$ cat src/rtl/instruction_decode_pipe.sv
// Single-cycle instruction decoder with an output register and one skid register.
// Define ID_LOADUSE_STALL_EN to insert a one-cycle bubble on LW load-use hazards.
module instruction_decode_pipe #(
    parameter int INST_W = 16,
    parameter int OPC_W  = 3,
    parameter int REG_W  = 3,
    parameter int CNT_W  = 16
) (
    input  logic                            sysclk,
    input  logic                            rst_n,
    input  logic                            in_valid,
    input  logic [INST_W-1:0]               in_inst,
    output logic                            in_ready,
    output logic                            out_valid,
    input  logic                            out_ready,
    output logic                            registerwrite,
    output logic [1:0]                      aluop,
    output logic                            alusrc,
    output logic                            memw,
    output logic                            mem2reg,
    output logic [REG_W-1:0]                rd,
    output logic [REG_W-1:0]                rs,
    output logic [REG_W-1:0]                rt,
    output logic [INST_W-OPC_W-2*REG_W-1:0] imm,
    output logic                            illegal,
    output logic [CNT_W-1:0]                dec_count
);

    localparam int IMM_W = INST_W - OPC_W - 2 * REG_W;
    localparam int BUN_W = 7 + 3 * REG_W + IMM_W;
    localparam logic [OPC_W-1:0] OPC_HI = ~OPC_W'(7);

    logic [OPC_W-1:0] opc;
    logic [REG_W-1:0] dec_rd, dec_rs, dec_rt;
    logic [IMM_W-1:0] dec_imm;
    logic             dec_ill;
    logic [5:0]       dec_ctrl;
    logic [BUN_W-1:0] dec_bun;

    logic             rdy_en_q;
    logic             out_valid_q, out_valid_d;
    logic [BUN_W-1:0] out_bun_q, out_bun_d;
    logic             skid_valid_q, skid_valid_d;
    logic [BUN_W-1:0] skid_bun_q, skid_bun_d;
    logic [CNT_W-1:0] dec_count_q, dec_count_d;
    logic             in_xfer;

    always_comb begin
        opc      = in_inst[INST_W-1 -: OPC_W];
        dec_rd   = in_inst[INST_W-OPC_W-1 -: REG_W];
        dec_rs   = in_inst[INST_W-OPC_W-REG_W-1 -: REG_W];
        dec_imm  = in_inst[IMM_W-1:0];
        dec_rt   = dec_imm[IMM_W-1 -: REG_W];
        dec_ill  = (opc & OPC_HI) != '0;
        // {registerwrite, aluop, alusrc, memw, mem2reg}
        dec_ctrl = 6'b0;
        case (opc[2:0])
            3'b000:  dec_ctrl = 6'b0_00_000;
            3'b001:  dec_ctrl = 6'b1_01_000;
            3'b010:  dec_ctrl = 6'b1_10_000;
            3'b011:  dec_ctrl = 6'b1_11_000;
            3'b100:  dec_ctrl = 6'b1_00_000;
            3'b101:  dec_ctrl = 6'b1_00_100;
            3'b110:  dec_ctrl = 6'b1_00_101;
            default: dec_ctrl = 6'b0_00_110;
        endcase
        if (dec_ill) begin
            dec_ctrl = 6'b0;
        end
        dec_bun = {dec_ctrl, dec_ill, dec_rd, dec_rs, dec_rt, dec_imm};
    end

`ifdef ID_LOADUSE_STALL_EN
    logic             bubble_q, bubble_d;
    logic             lw_pend_q, lw_pend_d;
    logic [REG_W-1:0] lw_rd_q, lw_rd_d;
    logic             reads_rs, reads_rt, stall;

    always_comb begin
        reads_rs  = !dec_ill && (opc[2:0] != 3'b000) && (dec_rs == lw_rd_q);
        reads_rt  = !dec_ill && (opc[2:0] inside {3'b001, 3'b010, 3'b011, 3'b100, 3'b111})
                    && (dec_rt == lw_rd_q);
        stall     = in_valid && lw_pend_q && !bubble_q && (reads_rs || reads_rt);
        in_ready  = rdy_en_q && !skid_valid_q && !stall;
        in_xfer   = in_valid && in_ready;
        bubble_d  = stall;
        lw_pend_d = lw_pend_q;
        lw_rd_d   = lw_rd_q;
        if (in_xfer) begin
            lw_pend_d = !dec_ill && (opc[2:0] == 3'b110) && (dec_rd != '0);
            lw_rd_d   = dec_rd;
        end else if (bubble_q) begin
            // The bubble has given the load its extra cycle; the hazard is resolved.
            lw_pend_d = 1'b0;
        end
    end

    always_ff @(posedge sysclk or negedge rst_n) begin
        if (!rst_n) begin
            bubble_q  <= 1'b0;
            lw_pend_q <= 1'b0;
            lw_rd_q   <= '0;
        end else begin
            bubble_q  <= bubble_d;
            lw_pend_q <= lw_pend_d;
            lw_rd_q   <= lw_rd_d;
        end
    end
`else
    always_comb begin
        in_ready = rdy_en_q && !skid_valid_q;
        in_xfer  = in_valid && in_ready;
    end
`endif

    always_comb begin
        out_valid_d  = out_valid_q;
        out_bun_d    = out_bun_q;
        skid_valid_d = skid_valid_q;
        skid_bun_d   = skid_bun_q;
        dec_count_d  = dec_count_q;
        if (in_xfer) begin
            dec_count_d = dec_count_q + CNT_W'(1);
        end
        if (!out_valid_q || out_ready) begin
            if (skid_valid_q) begin
                out_bun_d    = skid_bun_q;
                out_valid_d  = 1'b1;
                skid_valid_d = 1'b0;
            end else if (in_xfer) begin
                out_bun_d   = dec_bun;
                out_valid_d = 1'b1;
            end else begin
                out_valid_d = 1'b0;
            end
        end else if (in_xfer) begin
            skid_bun_d   = dec_bun;
            skid_valid_d = 1'b1;
        end
    end

    always_ff @(posedge sysclk or negedge rst_n) begin
        if (!rst_n) begin
            rdy_en_q     <= 1'b0;
            out_valid_q  <= 1'b0;
            out_bun_q    <= '0;
            skid_valid_q <= 1'b0;
            skid_bun_q   <= '0;
            dec_count_q  <= '0;
        end else begin
            rdy_en_q     <= 1'b1;
            out_valid_q  <= out_valid_d;
            out_bun_q    <= out_bun_d;
            skid_valid_q <= skid_valid_d;
            skid_bun_q   <= skid_bun_d;
            dec_count_q  <= dec_count_d;
        end
    end

    assign out_valid = out_valid_q;
    assign dec_count = dec_count_q;
    assign {registerwrite, aluop, alusrc, memw, mem2reg, illegal, rd, rs, rt, imm} = out_bun_q;

endmodule

$ cat config.mk
export PLATFORM = sky130hd
export DESIGN_NAME = instruction_decode_pipe
export DESIGN_NICKNAME = d
export VERILOG_FILES = /design/src/rtl/instruction_decode_pipe.sv
export SDC_FILE = /design/constraint.sdc
export NUM_CORES = 1
export LEC_CHECK = 0
export ABC_AREA = 0
export ABC_CLOCK_PERIOD_IN_PS = 2800
export CAP_MARGIN = 20
export CORE_ASPECT_RATIO = 2
export CORE_MARGIN = 5
export CORE_UTILIZATION = 30
export DETAILED_ROUTE_END_ITERATION = 16
export HOLD_SLACK_MARGIN = 0.1
export PLACE_DENSITY_LB_ADDON = 0.2
export SYNTH_ARGS = -nofsm -noshare
export SYNTH_HDL_FRONTEND = slang
export SYNTH_SLANG_ARGS = --single-unit
$ cat constraint.sdc
create_clock -name sysclk -period 2.8 [get_ports sysclk]
set_input_delay 0.56 -clock sysclk [delete_from_list [all_inputs] [get_ports sysclk]]
set_output_delay 0.56 -clock sysclk [all_outputs]
set_load 0.1 [all_outputs]
**Yosys cells after proc, flatten, opt, wreduce, memory -nomap -nowiden**

Cells that the tools add are included.

- Bitwise operators: 1
- Add/sub/neg operators: 1
- Equal/unequal tests: 6
- Reductions and logical operators: 10
- Muxes and demuxes: 7

Operators with widths:

| cell | number |
|---|---|
| two-way mux 23 bit | 2 |
| one-hot mux 6 bit (7 select lines) | 1 |
| adder 16 x 1 -> 16 bit, second input constant | 1 |
| == test 3 bit, second input constant | 3 |
| == test 3 x 2 -> 1 bit, second input constant | 2 |
| two-way mux 1 bit | 4 |
| AND reduction 2 bit | 2 |
| nonzero test 2 bit | 2 |
| == test 3 x 1 -> 1 bit, second input constant | 1 |
| zero test 3 bit | 1 |
| logical AND 1 bit | 2 |
| zero test 1 bit | 2 |
| logical OR 1 bit | 1 |
| inverter 1 bit | 1 |

- Output and inout bits: 41
- Word-level logic and storage cells: 31
- Input port bits: 20
- Register bits after elaboration: 64

**Logic depth before layout (Yosys ltp)**

Gate-level depths: netlist of run 1.

- Word-level depth: 5
- Depth in mapped cells: 6
- Gate-level depth less buffers: 5

**Worst setup path after synthesis of run 1**

OpenSTA, ideal clock, no wires.

- Path type: register -> output
- Start: reg skid_valid_q
- End: out in_ready
- Cell stages (with the launch flop): 4
- Buffers on the path: 2
- Data arrival time: 2.125 ns
- Required time: 2.240 ns
- Path slack: 0.115 ns
- Path through: dfrtp_1 > buf_2 > buf_1 > nor2b_1

- Word-level cells in the longest chain between the ends: 2

RTL lines:

| what | line | text |
|---|---|---|
| start, declared | 43 | `logic skid_valid_q, skid_valid_d;` |
| start signal, assigned | 154 | `skid_valid_q <= skid_valid_d;` |
| zero test 1 bit | 111 | `in_ready = rdy_en_q && !skid_valid_q;` |
| logical AND 1 bit | 111 |  |
| end, declared | 13 | `output logic in_ready,` |

Every way passes these cells.

**Final worst setup path of run 1**

Ends and elaborated chain as after synthesis.

==> flow_summary.yaml, run 1 <==
status:
  status: "finished clean"
sta:
  drv_slew: 0
  finalSetupViolCount: 0
  setup-tns-final_ns: 0
  relSlewSlack_pct: 54.5
  fmax_mhz: 510
  final_hold_viol_count: 0
  skew_ns: 0.00447
  rsz0062_at_grt: "false"
  tightest_slew_ns: 0.682
  finalCriticalPeriod_ns: 1.96
  fin_crit_sh_pct: 70.0
synthesis:
  syn_area_mm2: 0.00246
  synthTopCellsByCount: "nand2_1, dfrtp_1, nor2_1"
  synth_seq_cells: 57
  synth_edf_count: 0
  syn_area_per_cell_um2: 9.92
  synth_top_area_share_pct: 58.0
  yosysMostFrequentCell: "nand2_1"
  ys.flop_type: "dfrtp_1"
  syn_inst: 248
  synth_area_leaders: "dfrtp_1, nand2_1, mux2i_1, nor2_1, a21oi_1"
  synth_warnings: 0
  async_reset_ff_share_pct: 100
  synth.distinct_cells: 32
  yosys.area.top_type: "dfrtp_1"
  synthesis.nets: 269
  ys_seq_area_share_pct: 58.0
clocking:
  cts_setup_buffers: 0
  path_clk_slew_ns: 0.05
  clkSinkCount: 57
  clk_path_buf_depth: 2
  cts_buffers: 9
  cts.htree.levels: 3
  post_cts_resized: 0
  cts_root_buf: "clkbuf_16"
  cts_tree: "yes"
  clk_latency_ns: 0.32
  cts_hold_buf: 0
hold_path:
  worstHoldPathType: "in -> async"
floorplan:
  ioPinCount: 61
  fp.dieArea_mm2: 0.0102
  core_area_mm2: 0.00800
  start_util_pct: 30.8
  fp.dieH_um: 138
  fp-row-count: 46
  die_x_um: 74.0
worst_setup_path:
  reg2reg_depth: 5
  end_kind: "output port"
  arrival_ns: 1.40
  crit_type: "reg -> out"
  start_kind: "flip-flop"
  rr_endpoint: "out_bun_q[21]"
  crit_required_ns: 2.24
  critPathMaxFanout: 28
  rrSetupSlack_ns: 1.13
  r2r-start: "skid_valid_q"
placed_design:
  hpwl_um: 4150
  gp_congestion: 0.767
  numPortBuffers: 59
power_and_ir_drop:
  pwr-share-seq_pct: 33.5
  power_leakage_uw: 0.00156
  pwr_density_cell_mw_per_mm2: 1010
  combPwrFrac_pct: 38.0
  p_clk_share_pct: 28.5
  p_switching_uw: 1470
  intPower_uw: 1880
  p_sw_share_pct: 43.9
  peakVddDrop_mv: 0.421
routing:
  drtIter0Drc: 37
  vias: 1878
  wl_um: 5740
  drtAntennaViolNets: 0
  firstDrtPassIters: 6
  drcViolationCount: 0
  routedWlPerCell_um: 13.9
  avgViaCountPerCell: 4.56
flow_run:
  maxCapViolCount: 0
finish:
  utilization_pct: 41.7
  final_layout_size_suffix_gt1_share_pct: 20.6
  diodes: 0
  synthToLayoutAreaGrowth_pct: 35.4
  nets: 333
grt:
  top_usage_layer: "met2"
  grt-ovfl-total: 0
  antenna_found_initial: 0
  met2_usage_pct: 20.0
  grt_max_degree: 31
  grt_pass1_wl_um: 9720
  grt_use_total_pct: 12.5
  grt_pass1_vias: 1988
  met3_usage_pct: 4.06
  use_met1_pct: 14.5
[metrics by stage]
stage / hold WS, ns / cells / setup slack (ns) / instance area, um2 / total power [uW]
after floorplan: 0.264 / 248 / 0.115 / 2460 / 2110
after global placement: 0.458 / 397 / 0.602 / 3080 / 2410
after detailed placement: 0.462 / 397 / 0.567 / 3080 / 2430
after CTS: 0.289 / 412 / 0.808 / 3330 / 3410
after global routing: 0.331 / 412 / 0.787 / 3330 / 3510
final: 0.277 / 412 / 0.840 / 3330 / 3350
[critical path, stage by stage, from the launching register on]
cell and delay [ns]:
dfrtp_1 0.38, buf_4 0.25, nor2b_1 0.24, buf_12 0.21
[power by group through the flow]
| stage | clock network, uW | logic [uW] | registers, uW |
|---|---|---|---|
| CTS | 992 | 1290 | 1130 |
| finish | 955 | 1280 | 1120 |
| floorplan | 0 | 301 | 1810 |
| global placement | 0 | 1280 | 1130 |
| detailed placement | 0 | 1290 | 1140 |
| global route | 1030 | 1340 | 1150 |
[cell families after synthesis]
logic type,after synthesis,synth area share [%]
AO/OA/AOI/OAI,29,5.95
XOR/XNOR,15,5.34
adder cells (fa/ha/maj),1,0.508
buffers and inverters,13,2.80
flip-flops,57,58.0
multiplexers,15,6.20
other,2,0.305
AND/OR/NAND/NOR,116,20.9
[worst max-delay path by stage]
stage,slack (ns),from,endpoint
finish,0.84,skid_valid_q,in_ready
global route,0.79,skid_valid_q,in_ready
CTS,0.81,skid_valid_q,in_ready
detailed placement,0.57,in_valid,dec_count[15]
global placement,0.60,in_valid,dec_count[15]
floorplan,0.11,skid_valid_q,in_ready
[layer usage]
| metal | vias up | routed length (um) |
|---|---|---|
| met5 | - | 0 |
| met4 | 0 | 124 |
| met3 | 8 | 405 |
| met2 | 57 | 2910 |
| met1 | 874 | 2300 |
| li1 | 939 | - |
[area by class of cell]
| type | instances | area, um2 |
|---|---|---|
| Sequential cell | 57 | 1430 |
| Clock buffer | 15 | 258 |
| Fill cell | 802 | 4670 |
| Multi-Input combinational cell | 178 | 966 |
| Tap cell | 96 | 120 |
| Timing Repair Buffer | 66 | 563 |
[flip-flops by register name, indices dropped and copies added, names as in the netlist]
signal,flops
skid_valid_q,1
rdy_en_q,1
out_valid,1
out_bun_q,19
dec_count,16
skid_bun_q,19
[cells in the final DEF (no fill, tap or decap), types with 3 or more instances in the layout]
cell	count
xnor2_1	9
clkbuf_16	9
clkdlybuf4s50_1	18
nand2b_1	3
clkbuf_1	5
nand2_1	64
mux2i_1	13
nor2_1	27
nand3_1	4
a21oi_1	20
dfrtp_1	57
xor2_1	6
buf_4	45
o21ai_0	8
Power figures use the tool's default switching activity.
==> run 2: changes to the inputs <==
--- a/config.mk
+++ b/config.mk
@@ -6,7 +6,7 @@
 export NUM_CORES = 1
 export LEC_CHECK = 0
 export ABC_AREA = 0
-export ABC_CLOCK_PERIOD_IN_PS = 2800
+export ABC_CLOCK_PERIOD_IN_PS = 1620
 export CAP_MARGIN = 20
 export CORE_ASPECT_RATIO = 2
 export CORE_MARGIN = 5
==> constraint.sdc (replaced) <==
create_clock -name sysclk -period 1.62 [get_ports sysclk]
set_input_delay 0.324 -clock sysclk [delete_from_list [all_inputs] [get_ports sysclk]]
set_output_delay 0.324 -clock sysclk [all_outputs]
set_load 0.1 [all_outputs]
==> run 2 against run 1 <==
Against the previous run: clock skew up 0.0016 ns; non-clock buffer count up 13; sequential cell count unchanged; critical path depth up 1; power up 110%; sequential share of layout area down 7.6 points; register-to-register slack worse by 1.1 ns; highest routed layer unchanged; die area unchanged; combinational power up 120%; design area up 26%; routed wire length up 3.8%.
==> flow_summary.yaml, run 2 (synthesized netlist as in run 1, its figures left out) <==
sta:
  fin_crit_sh_pct: 98.9
  skew_ns: 0.00606
  rsz0062_at_grt: "true"
  finalCriticalPeriod_ns: 1.60
  fmax_mhz: 624
  finalSetupViolCount: 0
  final_hold_viol_count: 0
  setup-tns-final_ns: 0
  drv_slew: 0
finish:
  fin_area_mm2: 0.00419
  diodes: 0
  synthToLayoutAreaGrowth_pct: 70.1
  nets: 346
  utilization_pct: 52.3
  final_common_cell: "nand2_1"
  fin_cells: 426
  final_cell_mix: "nand2_1, buf_12, dfrtp_1, nor2_1, a21oi_1"
  final_layout_size_suffix_gt1_share_pct: 33.0
floorplan:
  die_x_um: 74.0
  fp.dieH_um: 138
  fp-row-count: 46
  ioPinCount: 61
  fp.dieArea_mm2: 0.0102
  start_util_pct: 30.8
  core_area_mm2: 0.00800
clocking:
  cts.htree.levels: 3
  cts_setup_buffers: 0
  cts_tree: "yes"
  path_clk_slew_ns: 0.05
  cts_buffers: 9
  clkSinkCount: 57
  cts_root_buf: "clkbuf_16"
  clk_latency_ns: 0.33
  clk_path_buf_depth: 2
power_and_ir_drop:
  p_sw_share_pct: 37.7
  intPower_uw: 4490
  pwr-share-seq_pct: 28.8
  power_leakage_uw: 0.00186
  p_switching_uw: 2720
  combPwrFrac_pct: 38.4
  p_clk_share_pct: 32.8
  peakVddDrop_mv: 0.953
  pwr_density_cell_mw_per_mm2: 1720
grt:
  grt_max_degree: 58
  top_usage_layer: "met2"
  grt_pass1_wl_um: 9870
  grt-ovfl-total: 0
  use_met1_pct: 14.3
  met3_usage_pct: 3.92
  grt_use_total_pct: 12.9
  antenna_found_initial: 0
  grt_pass1_vias: 2009
  met2_usage_pct: 21.3
worst_setup_path:
  rrSetupSlack_ns: 0.02
  critPathBufInv: 0
  crit_required_ns: 1.86
  crit_type: "reg -> reg"
  end_kind: "flip-flop"
  slowest_delay_ns: 0.59
  arrival_ns: 1.85
  crit_slowest_cell: "or4_4"
  critPathMaxFanout: 5
  path_delay_family: "simple AND/OR/NAND/NOR gates"
  start_kind: "flip-flop"
  crit_chain: "nand3b_2 > or4_4 > nor2_4 > xor2_1"
routing:
  firstDrtPassIters: 4
  drcViolationCount: 0
  drtAntennaViolNets: 0
  avgViaCountPerCell: 4.58
  drtIter0Drc: 79
  wl_um: 5960
  vias: 1950
  routedWlPerCell_um: 14.0
placed_design:
  gp_congestion: 0.726
  place_area_mm2: 0.00376
  numPortBuffers: 59
  hpwl_um: 4350
  dp.cells: 409
hold_path:
  worstHoldPathType: "reg -> reg"
flow_run:
  maxCapViolCount: 0
status:
  status: "finished clean"
==> run 2: cell types whose count changed in the layout (fill, tap and decap cells not counted), moves of 3 or more <==
cell | before | now
nor2_2 | 1 | 4
buf_4 | 45 | 15
buf_12 | 2 | 43
dfrtp_2 | 0 | 7
bufinv_16 | 0 | 4
clkbuf_1 | 5 | 0
nor2_1 | 27 | 23
dfrtp_1 | 57 | 40
dfrtp_4 | 0 | 10
==> run 2: area by class of cell <==
class	instances	area (um2)
timing repair buffer	79	1180
tap	96	120
clock buffer	11	253
sequential	57	1470
multi-input combinational	178	1030
clock inverter	5	125
fill	691	3810
==> run 2: per-layer routing <==
layer | vias up | routed length (um) | part of all wire, %
li1 | 965 | - | -
met1 | 919 | 2310 | 39
met2 | 60 | 3190 | 53
met3 | 6 | 375 | 6.3
met4 | 0 | 84 | 1.4
met5 | - | 0 | 0
==> run 2: timing repair <==
action / CTS / global route
endpoints found under the hold margin: 57 / 0
hold buffers: 1 / 0
setup endpoints to repair: 4 / 5
pin swaps: 0 / 1
gates cloned: 0 / 0
resized for setup: 3 / 5
==> run 2: final timing paths <==
check,start,end,depth (start not counted)
worst max register to register,skid_valid_q,dec_count[12],4
max in group asynchronous,rst_n,dec_count[4],3
worst max-delay path,skid_valid_q,dec_count[12],4
worst min-delay path,skid_bun_q[12],skid_bun_q[12],2
worst min register to register,skid_bun_q[12],skid_bun_q[12],2
min in group asynchronous,rst_n,dec_count[13],3
==> run 2: metrics by stage <==
step / total power [uW] / hold WS, ns / setup slack (ns)
finish: 7210 / 0.470 / 0.0183
floorplan: 3740 / 0.0284 / -0.0639
global route: 7480 / 0.496 / -0.0133
detailed placement: 4890 / 0.356 / -0.437
CTS: 7300 / 0.475 / 0.00501
global placement: 4850 / 0.357 / -0.335
==> run 2: worst register-to-register path, cell delays in order, from the launching register on <==
cell and delay (ns):
dfrtp_1 0.42, nand3b_2 0.23, or4_4 0.59, nor2_4 0.14, xor2_1 0.15
==> run 2: power groups by stage <==
stage	combinational (uW)	clock, uW	sequential (uW)
after floorplan	531	0	3210
after global placement	2760	0	2090
after detailed placement	2780	0	2100
final	2760	2360	2080
after global routing	2880	2480	2120
after CTS	2790	2420	2080
